--- src/rtl/fifo_wptr_full.sv ---
// Write-domain half of an asynchronous FIFO: write pointer, read-pointer
// synchroniser, and full / almost-full / occupancy / overflow status.
module fifo_wptr_full #(
    parameter int WIDTH       = 8,
    parameter int DEPTH       = 16,
    parameter int ADDR        = $clog2(DEPTH),
    parameter int AF_MARGIN   = 2,
    parameter int SYNC_STAGES = 2
) (
    input  logic             wclk_i,
    input  logic             rst_i,
    input  logic             wr_en_i,
    input  logic [WIDTH-1:0] wdata_i,
    input  logic [ADDR:0]    rptr_gray_i,
    output logic             mem_we_o,
    output logic [ADDR-1:0]  waddr_o,
    output logic [WIDTH-1:0] mem_wdata_o,
    output logic [ADDR:0]    wptr_gray_o,
    output logic             full_o,
    output logic             almost_full_o,
    output logic [ADDR:0]    wcount_o,
    output logic             error_o
);

    localparam logic [ADDR+1:0] DEPTH_W = (ADDR+2)'(DEPTH);
    localparam logic [ADDR+1:0] AF_W    = (ADDR+2)'(AF_MARGIN);

    logic [ADDR:0]                  wptr_bin;
    logic [SYNC_STAGES-1:0][ADDR:0] sync_q;
    logic [ADDR:0]                  rq_gray;
    logic [ADDR:0]                  rq_bin;
    logic [ADDR:0]                  wbin_next;
    logic [ADDR:0]                  wgray_next;
    logic [ADDR:0]                  full_gray;
    logic [ADDR:0]                  diff;
    logic [ADDR+1:0]                free;
    logic                           push;

    assign push        = wr_en_i & ~full_o & ~rst_i;
    assign mem_we_o    = push;
    assign waddr_o     = wptr_bin[ADDR-1:0];
    assign mem_wdata_o = wdata_i;

    assign rq_gray    = sync_q[SYNC_STAGES-1];
    assign wbin_next  = wptr_bin + {{ADDR{1'b0}}, push};
    assign wgray_next = wbin_next ^ (wbin_next >> 1);

    // Full when the write pointer is exactly one lap ahead of the read pointer.
    assign full_gray = {~rq_gray[ADDR:ADDR-1], rq_gray[ADDR-2:0]};

    always_comb begin
        rq_bin = '0;
        for (int i = 0; i <= ADDR; i++)
            rq_bin[i] = ^(rq_gray >> i);
    end

    assign diff = wbin_next - rq_bin;
    assign free = DEPTH_W - {1'b0, diff};

    always_ff @(posedge wclk_i) begin
        if (rst_i) begin
            wptr_bin      <= '0;
            wptr_gray_o   <= '0;
            sync_q        <= '0;
            full_o        <= 1'b0;
            almost_full_o <= 1'b0;
            wcount_o      <= '0;
            error_o       <= 1'b0;
        end else begin
            sync_q[0] <= rptr_gray_i;
            for (int s = 1; s < SYNC_STAGES; s++)
                sync_q[s] <= sync_q[s-1];
            wptr_bin      <= wbin_next;
            wptr_gray_o   <= wgray_next;
            full_o        <= (wgray_next == full_gray);
            almost_full_o <= (free <= AF_W);
            wcount_o      <= diff;
            error_o       <= wr_en_i & full_o;
        end
    end

endmodule

--- config.mk ---
export PLATFORM = sky130hd
export DESIGN_NAME = fifo_wptr_full
export DESIGN_NICKNAME = d
export VERILOG_FILES = /design/src/rtl/fifo_wptr_full.sv
export SDC_FILE = /design/constraint.sdc
export NUM_CORES = 1
export LEC_CHECK = 0
export ABC_AREA = 1
export BUFFER_PORTS_ARGS = -buffer_cell sky130_fd_sc_hd__buf_4
export CAP_MARGIN = 30
export CORE_MARGIN = 4
export CORE_UTILIZATION = 54
export CTS_CLUSTER_DIAMETER = 60
export DETAILED_ROUTE_END_ITERATION = 8
export GPL_TIMING_DRIVEN = 1
export PLACE_DENSITY = 0.85
export SLEW_MARGIN = 20
export SYNTH_ARGS = -nofsm -noshare
export SYNTH_HDL_FRONTEND = slang
export SYNTH_SLANG_ARGS = --single-unit
--- constraint.sdc ---
create_clock -name wclk_i -period 5.9 [get_ports wclk_i]
set_input_delay 0.59 -clock wclk_i [delete_from_list [all_inputs] [get_ports wclk_i]]
set_output_delay 0.59 -clock wclk_i [all_outputs]
set_load 0.005 [all_outputs]
[Word level (Yosys, flattened, before mapping)]
Cells that the tools add are included.
Widths: inputs -> output; s select.
Word-level totals
  register bits: 28
  output and inout port bits: 26
  word-level logic and storage cells: 25
Operators by class
  $add $sub $neg: 3
  order comparisons: 1
  eq/ne operators: 1
  bitwise gates (word level): 7
  reduce and logical (&&, ||, !) cells: 5
Operators with widths (number)
  $reduce_xor 5->1: 5
  $le 6x2->1 const B: 1
  $sub 5x5->6 const A: 1
  $add 5x1->5: 1
  $eq 5x5->1: 1
  $sub 5x5->5: 1
  $xor 5x4->5: 1
  $and 1x1->1: 3
  $not 1->1: 2
  $not 2->2: 1

[Longest topological paths before layout]
Gate-level depths: netlist (run 1).
  depth after elaboration: 7
  gate-level depth with buffers: 18
  depth with buffers taken out: 18

[Worst setup path after synthesis (run 1)]
No wires, ideal clock.
  path kind: input port to flip-flop
  from: in rst_i
  to: reg almost_full_o
  library setup time: 115 ps
  data arrival time: 2793 ps
  setup slack: 2992 ps
  stages on the path: 14
  buffers on the path: 1
  path through: clkbuf_1 > inv_1 > nand2_1 > nor2_1 > ha_1 > ha_1 > inv_1 > fa_1 > ha_1 > inv_1 > o21ai_0 > nor2_2 > nand3_1 > nor2_1
On the way
  longest elaborated chain between the ends: 6
RTL lines
  from (decl): line 11  | input logic rst_i,
  $not 1->1: line 39  | assign push = wr_en_i & ~full_o & ~rst_i;
  $and 1x1->1: line 39
  via mem_we_o: line 15  | output logic mem_we_o,
  $add 5x1->5: line 45  | assign wbin_next = wptr_bin + {{ADDR{1'b0}}, push};
  via wbin_next[1]: line 32  | logic [ADDR:0] wbin_next;
  $sub 5x5->5: line 57  | assign diff = wbin_next - rq_bin;
  $sub 5x5->6: line 58  | assign free = DEPTH_W - {1'b0, diff};
  $le 6x2->1: line 76  | almost_full_o <= (free <= AF_W);
  to (signal assigned): line 76
  to (decl): line 20  | output logic almost_full_o,
The timed path passes the listed nets, and every way through them passes these cells.
A chain may end at the register's enable or synchronous reset.

[Final worst setup path (run 1)]
  from: in rst_i
  to: reg almost_full_o
On the way
  longest elaborated chain between the ends: 6
RTL lines (line)
  $not 1->1: 39
  $and 1x1->1: 39
  $add 5x1->5: 45
  via wbin_next[1]: 32
  $sub 5x5->5: 57
  $sub 5x5->6: 58
  $le 6x2->1: 76
The timed path passes the listed nets, and every way through them passes these cells.

==> run_results.csv, run 1 <==
group,metric,value,unit
detailed_routing,wire_per_inst,11.6,um
outcome,outcome,"finished clean",
yosys,netlist_area,1380,sq um
setup_path,crit_fanout,26,
clock_network,clock-root-buffer,"clkbuf_4",
floorplan,core,2450,sq um
timing,setup_violations,0,
clock_network,clock_latency,320,ps
detailed_routing,drtPass1Iterations,4,
yosys,ys_types,22,
timing,hold_viol,0,
worst_hold_path,min_path_type,"reg2reg",
grt,grt_overflow_total,0,
timing,relSlewSlack,77.5,%
place,placed_cells,221,
yosys,synthCells,177,
yosys,syn-num-nets,201,
yosys,yosysMostFrequentCell,"nand2_1",
clock_network,cts_hold_buf,0,
setup_path,critical_path_class,"in2reg",
setup_path,crit_buf_inv,4,
clock_network,cts_tree,"built",
cells_and_area,area_delta_synth_final,13.1,%
floorplan,die_h,58.5,um
yosys,synth_top_area_cell,"dfxtp_1",
pwr,irDropWorstVdd,0.197,mV
timing,min_period,2790,ps
setup_path,path_delay_family,"adder cells",
clock_network,htreeDepth,1,
yosys,yosys_warnings,0,
detailed_routing,first_iter_violations,44,
place,dpl_cell_area,1530,sq um
clock_network,cts.repair.resized,0,
cells_and_area,utilization,63.5,%
yosys,synth_top_area_share,39.2,%
pwr,internal-power,0.271,mW
place,hpwl,2.09,mm
place,io_buffers,25,
yosys,synth-edff-count,0,
yosys,async_flop_share,0,%
pwr,p_seq_share,50.2,%
pwr,powerDensity,253,nW/um^2
setup_path,critPathSlowestCell,"fa_1",
pwr,p_clk_share,19.5,%
timing,rsz0062_at_grt,"no",
clock_network,clk_pin_slew,130,ps
cells_and_area,final_cells,225,
detailed_routing,vias_per_cell,4.82,
clock_network,postCtsSetupBuffers,0,
timing,final.setup_skew,2.09,ps
setup_path,cp_cell_sequence,"buf_4 -> inv_1 -> nand2_1 -> nor2_1 -> ha_1 -> ha_1 -> inv_1 -> fa_1 -> ha_1 -> inv_1 -> o21ai_0 -> nor2_2 -> nand3_1 -> nor2_1",
floorplan,rows,18,
cells_and_area,postLayoutCellArea,1560,sq um
setup_path,start_kind,"primary input",
yosys,ys_top_cells_by_count,"31 x nand2_1, 29 x inv_1, 27 x dfxtp_1, 27 x nor2_1, 13 x nand3_1",
grt,first_global_vias,1052,
place,gp_congestion,0.954,
grt,track_usage,17.3,%
detailed_routing,postRouteAntennaNets,0,
setup_path,arrival,3010,ps
setup_path,crit_path_end_kind,"register",
yosys,yosysSeqAreaShare,39.2,%
yosys,ys.flop_type,"dfxtp_1",
pwr,leakagePower,0.813,nW
yosys,syn_area_per_cell,7.78,sq um
grt,grt_pass1_wl,4.60,mm
timing,finalSetupTns,0,ps
cells_and_area,nFillCells,223,
yosys,synth_top_cells_by_area,"dfxtp_1 39%, nand2_1 8.4%, inv_1 7.9%",
clock_network,cts_max_path_buffers,2,
grt,antenna_found_initial,0,
pwr,switching_share,31.4,%
pwr,comb_power_share,30.2,%
cells_and_area,drive_above_1_share,21.0,%
floorplan,start_util,56.1,%
cells_and_area,regArea,541,sq um
cells_and_area,multiInputGateArea,657,sq um
clock_network,cts.sinks,27,
detailed_routing,drc,0,
timing,slew_viol_final,0,
setup_path,r2r_slack,3120,ps
detailed_routing,vias,1085,
cells_and_area,n_antenna_cell,0,
setup_path,critPathMaxStageDelay,550,ps
timing,worst_pin_slew,335,ps
timing,holdWs,415,ps
timing,period_share,47.2,%
clock_network,cts_buffers,3,
setup_path,crit_required,6130,ps
cells_and_area,nets,220,
grt,grt_max_degree,27,
floorplan,dieArea,3420,sq um
pwr,p_sw,0.124,mW
yosys,synth-seq-cells,27,
flow_run,max_cap_violations,0,
detailed_routing,wirelength,2.61,mm
timing,fmax,359,MHz
floorplan,die_w,58.5,um
floorplan,ioPinCount,42,
## flip-flops by register name, indices dropped and copies added (netlist names)
name           cells
error_o            1
full_o             1
almost_full_o      1
wcount_o           5
sync_q             5
wptr_bin           4
wptr_gray_o        5
rq_gray            5
## placed cells by master, fill, tap and decap left out, drive strengths merged
cell type  instances
inv               29
xor2               9
dfxtp             27
o21ai              1
xnor2              4
o211ai             1
fa                 1
nand3b             1
clkbuf             4
ha                 7
nand3             16
nand2             36
a21oi              4
buf               25
nor2              30
## final timing paths
path | from | endpoint | cells past startpoint
min reg2reg | sync_q[0] | rq_gray[0] | 2
max reg2reg | rq_gray[3] | almost_full_o | 14
min | sync_q[0] | rq_gray[0] | 2
max | rst_i | almost_full_o | 14
## final cells by class
type | count | share of cell area (%)
inverters | 29 | 6.99
repair buffers | 25 | 12.0
clock buffers | 4 | 1.69
multi-input cells | 110 | 42.2
flip-flops and latches | 27 | 34.7
well taps | 30 | 2.41
## power by group through the flow
stage	Clock, mW	Sequential (mW)	Combinational, mW
2_1_floorplan	0	0.203	0.0882
3_3_place_gp	0	0.202	0.113
3_5_place_dp	0	0.202	0.119
4_1_cts	0.0812	0.198	0.119
5_1_grt	0.0879	0.199	0.137
6_report	0.0771	0.198	0.119
## routing by layer
metal  GRT usage [%]  wire (um)
met2            29.3       1260
met1            21.3       1120
met3            2.85        180
met4            7.62         46
met5               0          0
## per-stage QoR
step           setup slack (ps)  power, mW
6_report                   3110      0.395
4_1_cts                    3120      0.399
3_3_place_gp               2850      0.315
5_1_grt                    2840      0.425
2_1_floorplan              2990      0.291
3_5_place_dp               2790      0.321
## worst register-to-register path, cell delays in order, from the launching register on
cell	delay [ps]
dfxtp_1	430
inv_1	60
nand2_1	100
nand3_1	120
nand2_1	110
xor2_1	310
xor2_1	180
ha_1	200
fa_1	480
ha_1	300
inv_1	30
o21ai_0	180
nor2_2	60
nand3_1	80
nor2_1	40
## logic make-up (layout without fill, tap and decap cells)
group,after synthesis,after routing,share of synthesized area [%]
simple gates,83,83,28.2
buf+inv,40,58,13.1
flops,27,27,39.2
xor+xnor,13,13,9.35
fa+ha+maj,8,8,7.81
compound gates,6,6,2.36
No activity file was read; power rests on OpenSTA's default activity.
==> inputs of run 2 (changes only) <==
--- a/config.mk
+++ b/config.mk
@@ -9,11 +9,11 @@
 export BUFFER_PORTS_ARGS = -buffer_cell sky130_fd_sc_hd__buf_4
 export CAP_MARGIN = 30
 export CORE_MARGIN = 4
-export CORE_UTILIZATION = 54
+export CORE_UTILIZATION = 50
 export CTS_CLUSTER_DIAMETER = 60
 export DETAILED_ROUTE_END_ITERATION = 8
 export GPL_TIMING_DRIVEN = 1
-export PLACE_DENSITY = 0.85
+export PLACE_DENSITY = 0.8
 export SLEW_MARGIN = 20
 export SYNTH_ARGS = -nofsm -noshare
 export SYNTH_HDL_FRONTEND = slang
==> constraint.sdc (replaced) <==
create_clock -name wclk_i -period 2.9 [get_ports wclk_i]
set_input_delay 0.29 -clock wclk_i [delete_from_list [all_inputs] [get_ports wclk_i]]
set_output_delay 0.29 -clock wclk_i [all_outputs]
set_load 0.005 [all_outputs]
==> run 2 against run 1 <==
  * Critical path depth is 1 higher
  * Clock skew is 2.0 ps higher
  * Clock power is 110% higher
  * Highest routed layer unchanged
  * Setup slack worse by 2900 ps
  * Largest power group unchanged
  * Sequential cell count stayed put
  * Register-to-register slack worse by 2900 ps
  * Utilization is 0.97 points lower
  * First-iteration DRC count is 27% higher
  * Wire length is 2.4% higher
  * Sequential power is 100% higher
  * Global-route usage is 1.2 points lower
  * Final area is 2.1% higher
==> run_results.csv, run 2 (synthesis results as in run 1) <==
group,metric,value,unit
floorplan,die_h,60.5,um
cells_and_area,multiInputGateArea,669,sq um
cells_and_area,drive_above_1_share,24.4,%
floorplan,start_util,54.1,%
place,hpwl,1.99,mm
grt,track_usage,16.1,%
detailed_routing,vias_per_cell,4.88,
worst_hold_path,whs_path_depth,3,
clock_network,clk_pin_slew,140,ps
setup_path,critPathSlowestCell,"fa_2",
detailed_routing,wirelength,2.67,mm
pwr,p_clk_share,19.6,%
setup_path,crit_required,3180,ps
detailed_routing,vias,1108,
cells_and_area,area_delta_synth_final,15.4,%
timing,layout_setup_ws,229,ps
clock_network,cts_tree,"built",
clock_network,cts.sinks,27,
pwr,switching_share,31.6,%
detailed_routing,drtPass1Iterations,4,
timing,holdWs,154,ps
timing,final.setup_skew,4.13,ps
clock_network,clock-root-buffer,"clkbuf_4",
setup_path,arrival,2950,ps
timing,slew_viol_final,0,
timing,setup_violations,0,
timing,hold_viol,0,
cells_and_area,final_common_cell,"nand2_1",
detailed_routing,first_iter_violations,56,
cells_and_area,nets,222,
cells_and_area,utilization,62.5,%
setup_path,critPathMaxStageDelay,580,ps
setup_path,cp_cell_sequence,"inv_1 -> nand2_1 -> nand2_1 -> nand2_1 -> nand2_1 -> xor2_2 -> xor2_1 -> ha_1 -> fa_2 -> ha_2 -> inv_1 -> o21ai_1 -> nor2_2 -> nand3_1 -> nor2_1",
detailed_routing,wire_per_inst,11.8,um
floorplan,die_w,60.5,um
pwr,comb_power_share,31.2,%
worst_hold_path,worstHoldStart,"rptr_gray_i[0]",
timing,period_share,92.1,%
setup_path,crit_path_end_kind,"register",
pwr,p_sw,0.258,mW
setup_path,critical_path_class,"reg2reg",
place,dpl_cell_area,1540,sq um
cells_and_area,nFillCells,223,
pwr,powerDensity,514,nW/um^2
grt,grt_pass1_wl,4.37,mm
grt,first_global_vias,1007,
clock_network,htreeDepth,1,
pwr,leakagePower,0.824,nW
detailed_routing,drc,0,
timing,relSlewSlack,77.2,%
cells_and_area,final_cells,227,
flow_run,max_cap_violations,0,
cells_and_area,regArea,546,sq um
pwr,irDropWorstVdd,0.463,mV
place,io_buffers,25,
grt,grt_overflow_total,0,
setup_path,start_kind,"register",
cells_and_area,final_cell_mix,"31 x nand2_1, 29 x inv_1, 27 x nor2_1, 27 x buf_4, 25 x dfxtp_1",
pwr,internal-power,0.559,mW
place,placed_cells,222,
setup_path,crit_buf_inv,2,
setup_path,cp_common_cell,"nand2_1",
timing,worst_pin_slew,341,ps
setup_path,reg2reg_depth,15,
clock_network,cts_buffers,3,
clock_network,clock_latency,320,ps
floorplan,ioPinCount,42,
cells_and_area,postLayoutCellArea,1590,sq um
setup_path,crit_fanout,4,
floorplan,rows,18,
grt,antenna_found_initial,0,
worst_hold_path,hold_end,"sync_q[0]",
floorplan,core,2540,sq um
setup_path,path_delay_family,"adder cells",
place,place_ws,128,ps
setup_path,rr_endpoint,"almost_full_o",
setup_path,r2r_start,"rq_gray[3]",
grt,grt_max_degree,26,
cells_and_area,n_antenna_cell,0,
floorplan,dieArea,3660,sq um
place,gp_congestion,0.874,
timing,min_period,2670,ps
outcome,outcome,"finished clean",
worst_hold_path,min_path_type,"in2reg",
setup_path,r2r_slack,230,ps
detailed_routing,postRouteAntennaNets,0,
pwr,p_seq_share,49.2,%
clock_network,cts_max_path_buffers,2,
timing,fmax,374,MHz
==> run 2: area by class of cell <==
cell class,instances,area share [%]
Inverter,29,6.84
Clock buffer,4,1.65
Timing Repair Buffer,27,12.7
Tap cell,30,2.36
Multi-Input combinational cell,110,42.1
Sequential cell,27,34.3
==> run 2: worst reg2reg max path: cells and delay by family, from the launching register on <==
family                     cells  cell delay [ps]
adders and majority gates      3             1080
and+or+nand+nor                7              660
DFF                            1              390
xor gates and xnor gates       2              350
buffers and inverters          2              100
AOI/OAI and AO/OA              1               60
==> run 2: power by group through the flow <==
stage | clock network (mW) | registers [mW] | logic, mW
after floorplan | 0 | 0.413 | 0.179
after global placement | 0 | 0.410 | 0.229
after detailed placement | 0 | 0.411 | 0.240
after CTS | 0.169 | 0.403 | 0.242
after global routing | 0.187 | 0.405 | 0.287
final | 0.160 | 0.402 | 0.255
==> run 2: through the flow <==
stage	TNS, ps	total power, mW
after floorplan	0	0.592
after global placement	0	0.639
after detailed placement	0	0.651
after CTS	0	0.814
after global routing	-11.3	0.879
final	0	0.817
==> run 2: worst max-delay path by stage <==
stage	from	endpoint	slack, ps	depth (start not counted)
after floorplan	rst_i	almost_full_o	290	14
after global placement	rst_i	almost_full_o	260	14
after detailed placement	rq_gray[3]	almost_full_o	130	14
after CTS	rq_gray[3]	almost_full_o	90	14
after global routing	rq_gray[3]	almost_full_o	-10	16
final	rq_gray[3]	almost_full_o	230	15
==> run 2: timing repair <==
action | in CTS | in global routing
gates resized for setup | 0 | 7
hold buffers | 0 | 0
setup endpoints to repair | 0 | 1
setup buffers | 0 | 1
==> run 2: metal layers <==
| metal | part of all wire (%) | track usage [%] | vias up |
|---|---|---|---|
| met5 | 0 | 0 | - |
| met4 | 3.2 | 7.12 | 0 |
| met3 | 7.5 | 3.83 | 13 |
| met2 | 47 | 27.3 | 36 |
| met1 | 42 | 19.3 | 500 |
| li1 | - | - | 559 |
